### src/rtl/dla_sched_pkg.sv
// Shared types and default parameters for the DLA tile scheduler.
// The state enum and default sizes are common to the top, lane counters and interface.
package dla_sched_pkg;

    typedef enum logic [1:0] {
        ST_IDLE    = 2'd0,
        ST_LOAD    = 2'd1,
        ST_COMPUTE = 2'd2,
        ST_DRAIN   = 2'd3
    } sched_state_e;

    localparam int DEF_NUM_LANES   = 12;
    localparam int DEF_TILE_WORDS  = 64;
    localparam int DEF_DRAIN_WORDS = 32;
    localparam int DEF_TILE_CNT_W  = 16;
    localparam int DEF_WDOG_CYCLES = 4096;

endpackage

### src/rtl/dla_tile_scheduler_if.sv
// Handshake bundle between the tile scheduler and the DDR lanes / compute array.
// The scheduler is the master: it issues ready, compute launch and the drain window.
interface dla_sched_if
    import dla_sched_pkg::*;
#(
    parameter int NUM_LANES = DEF_NUM_LANES
);

    logic [NUM_LANES-1:0] i_lane_valid;
    logic [NUM_LANES-1:0] o_lane_ready;
    logic                 o_compute_start;
    logic                 i_compute_done;
    logic                 o_drain_en;
    logic                 i_drain_valid;

    modport master (
        input  i_lane_valid,
        input  i_compute_done,
        input  i_drain_valid,
        output o_lane_ready,
        output o_compute_start,
        output o_drain_en
    );

    modport slave (
        output i_lane_valid,
        output i_compute_done,
        output i_drain_valid,
        input  o_lane_ready,
        input  o_compute_start,
        input  o_drain_en
    );

endinterface

### src/rtl/dla_lane_counter.sv
// Per-lane beat counter for one DDR input stream: counts accepted beats up to
// TILE_WORDS and drives a registered ready that drops the cycle after the last beat.
module dla_lane_counter
    import dla_sched_pkg::*;
#(
    parameter int TILE_WORDS = DEF_TILE_WORDS
) (
    input  logic clk,
    input  logic i_reset_n,
    input  logic clear,
    input  logic load_next,
    input  logic valid,
    output logic ready,
    output logic full
);

    localparam int CNT_W = $clog2(TILE_WORDS + 1);

    logic [CNT_W-1:0] cnt_q;
    logic [CNT_W-1:0] cnt_d;
    logic             ready_d;

    always_comb begin
        // NOTE: every variable driven here gets a default first, so no latch is inferred.
        cnt_d   = cnt_q;
        ready_d = 1'b0;
        if (clear) begin
            cnt_d = '0;
        end else if (valid && ready) begin
            cnt_d = cnt_q + CNT_W'(1);
        end
        // Ready looks at the post-update count, so a lane never over-accepts.
        ready_d = load_next && (cnt_d < CNT_W'(TILE_WORDS));
    end

    always_ff @(posedge clk or negedge i_reset_n) begin
        // NOTE: non-blocking assignments so every flop samples pre-edge values.
        if (!i_reset_n) begin
            cnt_q <= '0;
            ready <= 1'b0;
        end else begin
            cnt_q <= cnt_d;
            ready <= ready_d;
        end
    end

    assign full = (cnt_q == CNT_W'(TILE_WORDS));

endmodule

### src/rtl/dla_tile_scheduler.sv
// Tile sequencer: LOAD lane beats, launch COMPUTE, DRAIN results, repeat per tile.
// Optional compute watchdog under `define DLA_SCHED_WATCHDOG_EN.
module dla_tile_scheduler
    import dla_sched_pkg::*;
#(
    parameter int NUM_LANES   = DEF_NUM_LANES,
    parameter int TILE_WORDS  = DEF_TILE_WORDS,
    parameter int DRAIN_WORDS = DEF_DRAIN_WORDS,
    parameter int TILE_CNT_W  = DEF_TILE_CNT_W,
    parameter int WDOG_CYCLES = DEF_WDOG_CYCLES
) (
    input  logic                  clk,
    input  logic                  i_reset_n,
    input  logic                  i_start,
    input  logic                  i_abort,
    input  logic [TILE_CNT_W-1:0] i_num_tiles,
    dla_sched_if.master           bus,
    output logic [TILE_CNT_W-1:0] o_tile_idx,
    output logic                  o_busy,
    output logic                  o_valid,
    output logic                  o_done,
    output logic                  o_error
);

    localparam int DRAIN_CNT_W = $clog2(DRAIN_WORDS + 1);

    sched_state_e            state_q;
    sched_state_e            state_d;
    logic [TILE_CNT_W-1:0]   num_tiles_q;
    logic [TILE_CNT_W-1:0]   tile_idx_q;
    logic [DRAIN_CNT_W-1:0]  drain_cnt_q;
    logic [NUM_LANES-1:0]    lane_full;
    logic [NUM_LANES-1:0]    lane_ready;
    logic                    lane_clear;
    logic                    lane_load_next;
    logic                    all_full;
    logic                    start_acc;
    logic                    abort_act;
    logic                    drain_beat;
    logic                    last_beat;
    logic                    last_tile;
    logic                    timeout;
    logic                    tile_done;
    logic                    all_done_d;
    logic                    compute_start_q;
    logic                    drain_en_q;
    logic                    done_q;

    assign start_acc  = (state_q == ST_IDLE) && i_start && !i_abort;
    assign abort_act  = (state_q != ST_IDLE) && i_abort;
    assign all_full   = &lane_full;
    assign drain_beat = drain_en_q && bus.i_drain_valid;
    assign last_beat  = drain_beat && (drain_cnt_q == DRAIN_CNT_W'(DRAIN_WORDS - 1));
    assign last_tile  = (tile_idx_q + TILE_CNT_W'(1)) == num_tiles_q;

    always_comb begin
        state_d    = state_q;
        tile_done  = 1'b0;
        all_done_d = 1'b0;
        unique case (state_q)
            ST_IDLE: begin
                if (start_acc) begin
                    if (i_num_tiles == '0) all_done_d = 1'b1;
                    else                   state_d    = ST_LOAD;
                end
            end
            ST_LOAD: begin
                if (all_full) state_d = ST_COMPUTE;
            end
            ST_COMPUTE: begin
                if (bus.i_compute_done) state_d = ST_DRAIN;
                else if (timeout)       state_d = ST_IDLE;
            end
            ST_DRAIN: begin
                if (last_beat) begin
                    tile_done = 1'b1;
                    if (last_tile) begin
                        state_d    = ST_IDLE;
                        all_done_d = 1'b1;
                    end else begin
                        state_d = ST_LOAD;
                    end
                end
            end
            default: state_d = ST_IDLE;
        endcase
        // Abort overrides every other outcome of this cycle.
        if (abort_act) begin
            state_d    = ST_IDLE;
            tile_done  = 1'b0;
            all_done_d = 1'b0;
        end
    end

    always_ff @(posedge clk or negedge i_reset_n) begin
        if (!i_reset_n) begin
            state_q         <= ST_IDLE;
            num_tiles_q     <= '0;
            tile_idx_q      <= '0;
            drain_cnt_q     <= '0;
            compute_start_q <= 1'b0;
            drain_en_q      <= 1'b0;
            done_q          <= 1'b0;
        end else begin
            state_q         <= state_d;
            compute_start_q <= (state_q == ST_LOAD) && (state_d == ST_COMPUTE);
            drain_en_q      <= (state_d == ST_DRAIN);
            done_q          <= all_done_d;
            drain_cnt_q     <= (state_d == ST_DRAIN) ? drain_cnt_q + DRAIN_CNT_W'(drain_beat) : '0;
            if (start_acc) begin
                num_tiles_q <= i_num_tiles;
                tile_idx_q  <= '0;
            end else if (abort_act) begin
                tile_idx_q <= '0;
            end else if (tile_done && !last_tile) begin
                tile_idx_q <= tile_idx_q + TILE_CNT_W'(1);
            end
        end
    end

`ifdef DLA_SCHED_WATCHDOG_EN
    localparam int WDOG_W = $clog2(WDOG_CYCLES + 1);

    logic [WDOG_W-1:0] wdog_cnt_q;
    logic              error_q;

    // Counter is 0 on the o_compute_start cycle, so the last allowed cycle is WDOG_CYCLES-1.
    assign timeout = (state_q == ST_COMPUTE) && !bus.i_compute_done &&
                     (wdog_cnt_q == WDOG_W'(WDOG_CYCLES - 1));

    always_ff @(posedge clk or negedge i_reset_n) begin
        if (!i_reset_n) begin
            wdog_cnt_q <= '0;
            error_q    <= 1'b0;
        end else begin
            if ((state_q == ST_COMPUTE) && (state_d == ST_COMPUTE)) wdog_cnt_q <= wdog_cnt_q + WDOG_W'(1);
            else                                                     wdog_cnt_q <= '0;
            if (start_acc)                   error_q <= 1'b0;
            else if (timeout && !abort_act)  error_q <= 1'b1;
        end
    end

    assign o_error = error_q;
`else
    logic wdog_unused;

    assign timeout     = 1'b0;
    assign wdog_unused = ^WDOG_CYCLES;
    assign o_error     = 1'b0;
`endif

    assign lane_clear     = (state_d == ST_IDLE) || ((state_q == ST_DRAIN) && (state_d == ST_LOAD));
    assign lane_load_next = (state_d == ST_LOAD);

    for (genvar k = 0; k < NUM_LANES; k++) begin : g_lane
        dla_lane_counter #(
            .TILE_WORDS (TILE_WORDS)
        ) u_lane_counter (
            .clk       (clk),
            .i_reset_n (i_reset_n),
            .clear     (lane_clear),
            .load_next (lane_load_next),
            .valid     (bus.i_lane_valid[k]),
            .ready     (lane_ready[k]),
            .full      (lane_full[k])
        );
    end

    assign bus.o_lane_ready    = lane_ready;
    assign bus.o_compute_start = compute_start_q;
    assign bus.o_drain_en      = drain_en_q;
    assign o_tile_idx          = tile_idx_q;
    assign o_busy              = (state_q != ST_IDLE);
    // o_valid must coincide with the final drain beat, hence it is combinational.
    assign o_valid             = tile_done;
    assign o_done              = done_q;

endmodule

### src/flat_wrapper.sv
// flat-port wrapper written by rule: the top's interface ports become plain ports
module dla_tile_scheduler_flat import dla_sched_pkg::*;
#(
    parameter int NUM_LANES   = DEF_NUM_LANES,
    parameter int TILE_WORDS  = DEF_TILE_WORDS,
    parameter int DRAIN_WORDS = DEF_DRAIN_WORDS,
    parameter int TILE_CNT_W  = DEF_TILE_CNT_W,
    parameter int WDOG_CYCLES = DEF_WDOG_CYCLES
)
  (clk, i_reset_n, i_start, i_abort, i_num_tiles, o_tile_idx, o_busy, o_valid, o_done, o_error, bus_i_lane_valid, bus_i_compute_done, bus_i_drain_valid, bus_o_lane_ready, bus_o_compute_start, bus_o_drain_en);
  dla_sched_if #(.NUM_LANES(NUM_LANES)) bus_i ();
  input  logic clk;
  input  logic i_reset_n;
  input  logic i_start;
  input  logic i_abort;
  input  logic [TILE_CNT_W-1:0] i_num_tiles;
  output logic [TILE_CNT_W-1:0] o_tile_idx;
  output logic o_busy;
  output logic o_valid;
  output logic o_done;
  output logic o_error;
  input wire logic [$bits(bus_i.i_lane_valid)-1:0] bus_i_lane_valid;
  input wire logic [$bits(bus_i.i_compute_done)-1:0] bus_i_compute_done;
  input wire logic [$bits(bus_i.i_drain_valid)-1:0] bus_i_drain_valid;
  output wire logic [$bits(bus_i.o_lane_ready)-1:0] bus_o_lane_ready;
  output wire logic [$bits(bus_i.o_compute_start)-1:0] bus_o_compute_start;
  output wire logic [$bits(bus_i.o_drain_en)-1:0] bus_o_drain_en;
  assign bus_i.i_lane_valid = bus_i_lane_valid;
  assign bus_i.i_compute_done = bus_i_compute_done;
  assign bus_i.i_drain_valid = bus_i_drain_valid;
  assign bus_o_lane_ready = bus_i.o_lane_ready;
  assign bus_o_compute_start = bus_i.o_compute_start;
  assign bus_o_drain_en = bus_i.o_drain_en;
  dla_tile_scheduler #(.NUM_LANES(NUM_LANES), .TILE_WORDS(TILE_WORDS), .DRAIN_WORDS(DRAIN_WORDS), .TILE_CNT_W(TILE_CNT_W), .WDOG_CYCLES(WDOG_CYCLES)) u_core (.clk(clk), .i_reset_n(i_reset_n), .i_start(i_start), .i_abort(i_abort), .i_num_tiles(i_num_tiles), .bus(bus_i), .o_tile_idx(o_tile_idx), .o_busy(o_busy), .o_valid(o_valid), .o_done(o_done), .o_error(o_error));
endmodule
### config.mk
export PLATFORM = sky130hd
export DESIGN_NAME = dla_tile_scheduler_flat
export DESIGN_NICKNAME = d
export VERILOG_FILES = /design/src/rtl/dla_sched_pkg.sv /design/src/rtl/dla_tile_scheduler_if.sv /design/src/rtl/dla_lane_counter.sv /design/src/rtl/dla_tile_scheduler.sv /design/src/flat_wrapper.sv
export SDC_FILE = /design/constraint.sdc
export NUM_CORES = 1
export LEC_CHECK = 0
export BUFFER_PORTS_ARGS = -buffer_cell sky130_fd_sc_hd__clkbuf_2
export CORE_MARGIN = 4
export CORE_UTILIZATION = 55
export CTS_BUF_LIST = sky130_fd_sc_hd__clkbuf_4
export DETAILED_ROUTE_END_ITERATION = 12
export HOLD_SLACK_MARGIN = 0.02
export PLACE_DENSITY = 0.75
export REMOVE_ABC_BUFFERS = 1
export SETUP_SLACK_MARGIN = 0.2
export SYNTH_ARGS = -nofsm -noshare
export SYNTH_HDL_FRONTEND = slang
export SYNTH_SLANG_ARGS = --single-unit
### constraint.sdc
create_clock -name clk -period 5.9 [get_ports clk]
set_input_delay 1.18 -clock clk [delete_from_list [all_inputs] [get_ports clk]]
set_output_delay 1.18 -clock clk [all_outputs]
set_load 0.005 [all_outputs]
==> results of run 1 <==
worst max-delay path, cell delays in order:
cell and delay (ns):
clkbuf_2 0.08, nand2_1 0.06, nor4b_1 0.74, nand2_1 0.60, nor2_1 0.21, clkbuf_2 0.14
cells by family after synthesis:
logic type	count (synthesis)
other	1
adder cells (fa/ha/maj)	31
AND/OR/NAND/NOR	352
AO/OA/AOI/OAI	72
multiplexers	18
XOR/XNOR	88
flip-flops	139
buffers and inverters	81
worst max path at each step:
stage / end / slack (ns) / cells after the start / from
after floorplan: u_core.g_lane[0].u_lane_counter.cnt_q[0]$_DFFE_PN0P_ / 0.04 / 7 / bus_i_drain_valid
after global placement: o_valid / 1.77 / 6 / bus_i_drain_valid
after detailed placement: o_valid / 1.76 / 6 / bus_i_drain_valid
after CTS: o_valid / 1.75 / 6 / bus_i_drain_valid
after global routing: o_valid / 1.53 / 6 / bus_i_drain_valid
final: o_valid / 1.71 / 6 / bus_i_drain_valid
where the power goes:
| group | total, mW | switching (mW) | leakage [nW] | internal, mW |
|---|---|---|---|---|
| Combinational | 0.745 | 0.462 | 1.72 | 0.283 |
| Clock | 0.628 | 0.364 | 0.154 | 0.264 |
| Sequential | 1.23 | 0.143 | 1.88 | 1.08 |
| Total | 2.60 | 0.968 | 3.75 | 1.63 |
cell usage after synthesis, types with 2 or more instances:
master / instances
nor4_1: 22
a21o_1: 2
and4_1: 4
dfrtp_1: 139
o21ai_0: 9
clkbuf_1: 17
nor3_1: 20
nand4_1: 14
or4_1: 14
nor4b_1: 9
nor3b_1: 5
and3_1: 46
inv_1: 32
buf_2: 11
nand3_1: 47
mux2_2: 16
a31oi_1: 2
nor2b_1: 8
xor2_1: 35
o311ai_0: 2
or3_1: 5
buf_4: 17
nor4bb_1: 4
a21oi_1: 28
buf_6: 3
ha_1: 31
a211o_1: 2
o31ai_1: 8
xnor2_1: 53
nand2_1: 51
o211ai_1: 9
and4b_1: 3
nor2_1: 89
mux2i_1: 2
state kept, by name, summed over array words and instances (netlist names):
register and count:
u_core.g_lane.u_lane_counter.cnt_q 84, u_core.bus.o_compute_start 1, u_core.drain_cnt_q 6, u_core.o_tile_idx 16
u_core.bus.o_drain_en 1, u_core.num_tiles_q 16, u_core.o_done 1, u_core.state_q 2
u_core.g_lane.u_lane_counter.ready 12
per-stage QoR:
step	power, mW	cell area, um^2	worst slack (ns)
after floorplan	1.67	7320	0.0449
after global placement	1.94	7940	1.77
after detailed placement	1.98	7940	1.76
after CTS	2.61	8220	1.75
after global routing	2.76	8220	1.53
final	2.60	8220	1.71
cell type report:
type | instances | area [um^2]
Fill cell | 1109 | 5180
Multi-Input combinational cell | 562 | 3740
Sequential cell | 139 | 3480
Timing Repair Buffer | 72 | 382
Tap cell | 176 | 220
Clock buffer | 19 | 143
Clock inverter | 13 | 143
Inverter | 32 | 120
per-layer routing:
layer  GRT usage [%]  wire [um]  share of wire, %  vias to the layer above
met4            8.48        320               1.8                        2
met1            31.0       7640                44                     2951
li1                -          -                 -                     2821
met3            5.25       1010               5.8                       39
met2            35.5       8380                48                      173
met5               0          7             0.040                        -
==> out/results.ini, run 1 <==
[synth]
muxShareOfSynthArea_pct=2.63
yosys.area_share.simple_pct=24.9
synthTopCellsByArea=dfrtp_1 (46%), xnor2_1 (6.1%), ha_1 (5.1%)
synth_compound_area_share_pct=6.17
synthCells=782
synth_top_flop_cell=dfrtp_1
synth_fa_ha_area_share_pct=5.10
async_reset_ff_share_pct=100
synth_top_cell_area_share_pct=45.7
synth_seq_cells=139
yosys_warnings=0
ys_types=57
ys_seq_area_share_pct=45.7
yosys.area.top_type=dfrtp_1
synth_edf_count=0
synth_area_um2=7610
syn_area_per_cell_um2=9.73
synthXorXnorAreaFrac_pct=10.1
synth_top_family_by_area=simple AND/OR/NAND/NOR gates

[clock_tree]
cts_tree=built
cts_resized=0
cts_hold_buf=0
h-tree-depth=4
cts_root_buffer=clkbuf_4
clk_path_buf_depth=2
clock_sinks=139
clk-insertion-delay-late_ns=0.56
post_cts_buffers=0
cts_buffers=17
clk_pin_slew_ns=0.14

[global_route]
gr-total-overflow=0
grt_pass1_wl_um=29200
grt_max_degree=91
grt_pass1_vias=5904
grt_antenna_before_repair=1
grt_use_total_pct=22.7

[min_path]
hold_end=u_core.num_tiles_q[4]$_DFFE_PN0P_
hold_class=reg2reg
min_from=u_core.num_tiles_q[4]$_DFFE_PN0P_
whs_path_depth=1

[floorplanning]
coreArea_um2=13400
pin_count=68
die_y_um=126
start_util_pct=56.8
rows=42
dieArea_um2=15800
fp.dieW_um=126

[detailed_routing]
routed_via_density=5.91
route.vias.total=5986
wirelength_um=17400
drt-wirelength-per-cell_um=17.1
antenna_left=0
drtIter0Drc=610
drt_first_pass_iters=6
drc=0

[setup_path]
critPathMaxFanout=21
cp.required_ns=4.72
cp.arrival_ns=3.01
start_kind=input pin
worstReg2RegStart=u_core.o_tile_idx[3]$_DFFE_PN0P_
end_kind=output port
worstReg2RegEnd=u_core.bus.o_compute_start$_DFF_PN0_
timing_worst_setup_path_type=in2out
r2r_slack_ns=1.95
reg2reg_depth=8

[power_and_ir_drop]
p_per_area_nw_per_um2=316
p_leak_nw=3.75
irDropWorstVdd_mv=0.186

[flow_run]
drv_cap=0

[sta]
timing.final.hold_violations=0
finalSetupTns_ns=0
fmax_mhz=238
rsz0062_at_grt=false
finalSetupViolCount=0
timing.final.crit_period_ns=4.19
slew_violations=0
finClkSkew_ns=0.0288
slew-limit-headroom_pct=22.3
hold_ws_ns=0.542
finalCritPeriodShare_pct=71.1
worst_slew_pin_slew_ns=1.16

[final_layout]
fin_nets=889
synthToLayoutAreaGrowth_pct=8.13
layout_commonest_cell=dfrtp_1
fin_cells=1013
post-route-util_pct=61.4
diodes=0
drive_above_1_share_pct=15.7
layout_common_cells=dfrtp_1 (139), nor2_1 (88), clkbuf_2 (65)

[placement]
hpwl_um=12400
io_buffers=66
placedCellCount=981
gp_congestion=0.862

[status]
run_status=finished clean

Note: power is estimated with default switching activity, not from simulation.
==> run 2, diff against run 1 <==
--- a/config.mk
+++ b/config.mk
@@ -11,7 +11,7 @@
 export CTS_BUF_LIST = sky130_fd_sc_hd__clkbuf_4
 export DETAILED_ROUTE_END_ITERATION = 12
 export HOLD_SLACK_MARGIN = 0.02
-export PLACE_DENSITY = 0.75
+export PLACE_DENSITY = 0.78
 export REMOVE_ABC_BUFFERS = 1
 export SETUP_SLACK_MARGIN = 0.2
 export SYNTH_ARGS = -nofsm -noshare
==> constraint.sdc (replaced) <==
create_clock -name clk -period 3.45 [get_ports clk]
set_input_delay 0.69 -clock clk [delete_from_list [all_inputs] [get_ports clk]]
set_output_delay 0.69 -clock clk [all_outputs]
set_load 0.005 [all_outputs]
==> run 2 against run 1 <==
Effect of this change:
- utilization rose by 0.86 points
- register-to-register slack worse by 1.5 ns
- global-route usage hardly changed
- critical path type is now reg2out
- highest routed layer is now met4
==> out/results.ini, run 2 (synthesized netlist as in run 1, its figures left out) <==
[detailed_routing]
drt-wirelength-per-cell_um=17.2
antenna_left=0
drtIter0Drc=673
drt_first_pass_iters=5
wirelength_um=17500
routed_via_density=5.96
drc=0
route.vias.total=6081

[sta]
finClkSkew_ns=0.0190
finalSetupViolCount=0
rsz0062_at_grt=false
timing.final.hold_violations=0
slew-limit-headroom_pct=38.3
slew_violations=0
fmax_mhz=330
worst_slew_pin_slew_ns=0.926
finalCritPeriodShare_pct=87.8
timing.final.crit_period_ns=3.03

[placement]
io_buffers=66
dpl_cell_area_um2=8020
placedCellCount=989
hpwl_um=12400
gp_congestion=0.853

[setup_path]
cp.arrival_ns=2.34
reg2reg_depth=8
critPathMaxFanout=15
cp.depth=7
start_kind=flop
crit_top_cell=buf_4
worstReg2RegStart=u_core.o_tile_idx[3]$_DFFE_PN0P_
end_kind=output port
crit_chain=nand4_1 -> nor4b_1 -> buf_4 -> nand2_1 -> buf_4 -> nor2_1 -> clkbuf_2
crit_slowest_cell=dfrtp_1
crit_buf_inv=3
path_delay_family=simple AND/OR/NAND/NOR gates
timing_worst_setup_path_type=reg2out
r2r_slack_ns=0.44
worstReg2RegEnd=u_core.bus.o_compute_start$_DFF_PN0_
cp.required_ns=2.76
slowest_delay_ns=0.44

[global_route]
grt_use_total_pct=22.6
grt_max_degree=103
grt_antenna_before_repair=0
grt_pass1_vias=6161
grt_pass1_wl_um=29300
gr-total-overflow=0

[min_path]
hold_class=in2async

[final_layout]
layout_commonest_cell=dfrtp_1
drive_above_1_share_pct=16.1
multi_input_area_um2=3750
regArea_um2=3480
layout_common_cells=dfrtp_1 (139), nor2_1 (88), clkbuf_2 (65)
diodes=0
fin_cells=1020
fin_nets=897
synthToLayoutAreaGrowth_pct=9.64
fillerInstances=1086
largest_register_ffs=84
top_register=u_core.g_lane.u_lane_counter.cnt_q
final_cell_area_um2=8340

[clock_tree]
cts_root_buffer=clkbuf_4
clk-insertion-delay-late_ns=0.56
clk_path_buf_depth=2
cts_buffers=17
cts_tree=built
clk_pin_slew_ns=0.12
cts_hold_buf=0
h-tree-depth=4
clock_sinks=139
post_cts_buffers=0

[power_and_ir_drop]
p_leak_nw=3.81
irDropWorstVdd_mv=0.295
p_per_area_nw_per_um2=552

[flow_run]
drv_cap=0

[floorplanning]
dieArea_um2=15800
die_y_um=126
rows=42
fp.dieW_um=126
start_util_pct=56.8
pin_count=68
coreArea_um2=13400

[status]
run_status=finished clean

run 2: report_power, final:
group          switching (mW)  internal, mW
logic                   0.798         0.540
registers               0.255          1.85
clock network           0.599         0.561
run 2: layer usage:
metal	GRT usage [%]	vias up	routed length, um
li1	-	2833	-
met1	29.7	3031	7630
met2	37.1	183	8510
met3	5.59	34	1060
met4	7.27	0	327
met5	0	-	0
run 2: worst max-delay path by stage:
stage	start	endpoint
after detailed placement	i_num_tiles[7]	u_core.g_lane[6].u_lane_counter.cnt_q[4]$_DFFE_PN0P_
after global placement	i_num_tiles[4]	u_core.g_lane[6].u_lane_counter.cnt_q[6]$_DFF_PN0_
final	u_core.drain_cnt_q[2]$_DFF_PN0_	o_valid
after CTS	u_core.drain_cnt_q[2]$_DFF_PN0_	o_valid
after floorplan	bus_i_drain_valid	u_core.g_lane[0].u_lane_counter.cnt_q[0]$_DFFE_PN0P_
after global routing	u_core.o_tile_idx[0]$_DFFE_PN0P_	u_core.bus.o_compute_start$_DFF_PN0_
run 2: stage by stage:
step                hold WS [ns]  util [%]  TNS [ns]  setup WS, ns  total power, mW
global route               0.258      62.2         0         0.242             4.87
global placement           0.513      59.9         0         0.593             3.39
floorplan                  0.394         -   -160.79         -1.92             2.86
finish                     0.205      62.2         0         0.420             4.61
detailed placement         0.523      59.9         0         0.490             3.46
CTS                        0.246      62.2         0         0.380             4.62
run 2: what timing repair did:
| action | 4_1_cts | 5_1_grt |
|---|---|---|
| endpoints found under the hold margin | 0 | 0 |
| pin swaps | 0 | 0 |
| setup endpoints to repair | 1 | 19 |
| gates resized for setup | 1 | 1 |
run 2: area by class of cell:
cell class	count	area share (%)
multi-input cells	562	44.9
flip-flops and latches	139	41.7
repair buffers	80	5.60
well taps	176	2.64
clock inverters	14	2.15
clock buffers	17	1.53
inverters	32	1.44
==> run 3, diff against run 2 <==
--- a/config.mk
+++ b/config.mk
@@ -6,12 +6,14 @@
 export NUM_CORES = 1
 export LEC_CHECK = 0
 export BUFFER_PORTS_ARGS = -buffer_cell sky130_fd_sc_hd__clkbuf_2
+export CELL_PAD_IN_SITES_DETAIL_PLACEMENT = 1
+export CELL_PAD_IN_SITES_GLOBAL_PLACEMENT = 1
 export CORE_MARGIN = 4
-export CORE_UTILIZATION = 55
+export CORE_UTILIZATION = 44
 export CTS_BUF_LIST = sky130_fd_sc_hd__clkbuf_4
 export DETAILED_ROUTE_END_ITERATION = 12
 export HOLD_SLACK_MARGIN = 0.02
-export PLACE_DENSITY = 0.78
+export PLACE_DENSITY_LB_ADDON = 0.1
 export REMOVE_ABC_BUFFERS = 1
 export SETUP_SLACK_MARGIN = 0.2
 export SYNTH_ARGS = -nofsm -noshare
==> constraint.sdc (replaced) <==
create_clock -name clk -period 3.45 [get_ports clk]
set_input_delay 0.5175 -clock clk [delete_from_list [all_inputs] [get_ports clk]]
set_output_delay 0.5175 -clock clk [all_outputs]
set_load 0.005 [all_outputs]
==> run 3 against run 2 <==
Effect of this change:
- critical path depth rose by 1
- sequential share of layout area fell by 0.075 points
- clock skew about the same
- cell count is 4.7% higher
- clock-buffer cell count increased by 4
- global-route usage is 1.7 points lower
- non-clock buffer count grew 3
- utilization fell by 12 points
- cell area is 0.18% higher
- largest power group unchanged
- highest routed layer unchanged
==> out/results.ini, run 3 (synthesized netlist as in run 1, its figures left out) <==
[setup_path]
crit_top_cell=or4_1
timing_worst_setup_path_type=reg2reg
start_kind=flop
critPathMaxFanout=16
cp.arrival_ns=3.47
cp.required_ns=3.91
path_delay_family=simple AND/OR/NAND/NOR gates
crit_chain=nand2_1 -> or4_1 -> a32o_1 -> a21oi_2 -> nor4_4 -> buf_4 -> or4_1 -> a21oi_1
crit_slowest_cell=dfrtp_1
slowest_delay_ns=0.62
crit_buf_inv=1
end_kind=flop

[sta]
finClkSkew_ns=0.0190
worst_slew_pin_slew_ns=0.860
finalCritPeriodShare_pct=87.3
slew-limit-headroom_pct=42.7
layout_setup_ws_ns=0.438
slew_violations=0
finalSetupViolCount=0
fmax_mhz=332
rsz0062_at_grt=false
timing.final.hold_violations=0
finalSetupTns_ns=0
timing.final.crit_period_ns=3.01
hold_ws_ns=0.222

[power_and_ir_drop]
switching_power_mw=1.67
p_per_area_nw_per_um2=531
comb_power_share_pct=31.2
p_sw_share_pct=37.5
p_leak_nw=3.80
p_int_mw=2.77
irDropWorstVdd_mv=0.304
power_frac_clock_pct=21.5
pwr-share-seq_pct=47.3

[final_layout]
largest_register_ffs=84
final_cell_area_um2=8350
top_register=u_core.g_lane.u_lane_counter.cnt_q
synthToLayoutAreaGrowth_pct=9.84
layout_commonest_cell=dfrtp_1
layout_common_cells=dfrtp_1 (139), nor2_1 (88), clkbuf_2 (65)
drive_above_1_share_pct=16.2
fin_nets=900

[detailed_routing]
route.vias.total=5976
drt_first_pass_iters=4
wirelength_um=19700
drc=0
routed_via_density=5.60
drt-wirelength-per-cell_um=18.5
drtIter0Drc=237
antenna_left=0

[placement]
hpwl_um=14500
place_ws_ns=0.462
io_buffers=66
gp_congestion=0.861
dpl_cell_area_um2=8110

[global_route]
grt_use_total_pct=20.9
grt_antenna_before_repair=1
gr-total-overflow=0
grt_max_degree=82
grt_pass1_vias=6429
grt_pass1_wl_um=32900

[clock_tree]
cts_buffers=17
clk-insertion-delay-late_ns=0.54
clk_pin_slew_ns=0.12
cts_tree=built
cts_root_buffer=clkbuf_4
h-tree-depth=4
post_cts_buffers=0
clock_sinks=139
clk_path_buf_depth=2

[floorplanning]
start_util_pct=45.4
fp.dieW_um=139
coreArea_um2=16800
dieArea_um2=19500
rows=47
die_y_um=139
pin_count=68

[status]
run_status=finished clean

[min_path]
hold_class=in2reg

[flow_run]
drv_cap=0

## run 3: changes by cell type in the layout (fill, tap and decap cells not counted), moves of 2 or more
| cell | change |
|---|---|
| clkinv_4 | -2 |
| clkinv_2 | +2 |
| bufinv_16 | -3 |
| clkbuf_4 | +4 |
## run 3: power groups by stage
stage | combinational [mW] | sequential, mW | clock (mW)
CTS | 1.41 | 2.10 | 0.993
global placement | 1.34 | 2.11 | 0
floorplan | 0.804 | 2.06 | 0
global route | 1.54 | 2.14 | 1.09
finish | 1.38 | 2.10 | 0.956
detailed placement | 1.40 | 2.13 | 0
## run 3: per-layer routing
metal  part of all wire, %  track usage, %
met1                    45            27.9
met2                    50            34.8
met3                   4.0            3.57
met4                   1.5            7.05
met5                     0               0
## run 3: repair_timing
item / 4_1_cts / 5_1_grt
hold buffers: 1 / 0
endpoints found under the hold margin: 37 / 0
gates resized for setup: 0 / 0
## run 3: metrics by stage
| stage | instances | total power [mW] | util, % |
|---|---|---|---|
| 3_3_place_gp | 1035 | 3.45 | 48.4 |
| 3_5_place_dp | 1035 | 3.53 | 48.4 |
| 2_1_floorplan | 733 | 2.86 | - |
| 5_1_grt | 1068 | 4.76 | 49.8 |
| 4_1_cts | 1067 | 4.50 | 49.8 |
| 6_report | 1068 | 4.44 | 49.8 |
## run 3: worst register-to-register path, stage by stage, from the launching register on
cell and delay (ns):
dfrtp_1 0.62, nand2_1 0.28, or4_1 0.57, a32o_1 0.27, a21oi_2 0.18, nor4_4 0.10
buf_4 0.21, or4_1 0.52, a21oi_1 0.18
## run 3: cell type report
type | instances | area [um^2]
Fill cell | 1935 | 8410
Timing Repair Buffer | 83 | 504
Tap cell | 220 | 275
Clock buffer | 21 | 158
Inverter | 32 | 120
Antenna cell | 1 | 2.50
Clock inverter | 10 | 77.6
Multi-Input combinational cell | 562 | 3740
Sequential cell | 139 | 3480
## run 3: path summary, 6_finish.rpt
kind | startpoint | end | slack [ns] | cells past startpoint
max in group asynchronous | i_reset_n | u_core.bus.o_drain_en$_DFF_PN0_ | 2.07 | 3
max | u_core.o_tile_idx[3]$_DFFE_PN0P_ | u_core.o_tile_idx[8]$_DFFE_PN0P_ | 0.44 | 8
min | i_num_tiles[2] | u_core.num_tiles_q[2]$_DFFE_PN0P_ | 0.22 | 2
min in group asynchronous | i_reset_n | u_core.g_lane[10].u_lane_counter.cnt_q[2]$_DFFE_PN0P_ | 0.56 | 2
min reg2reg | u_core.num_tiles_q[9]$_DFFE_PN0P_ | u_core.num_tiles_q[9]$_DFFE_PN0P_ | 0.55 | 1
max reg2reg | u_core.o_tile_idx[3]$_DFFE_PN0P_ | u_core.o_tile_idx[8]$_DFFE_PN0P_ | 0.44 | 8
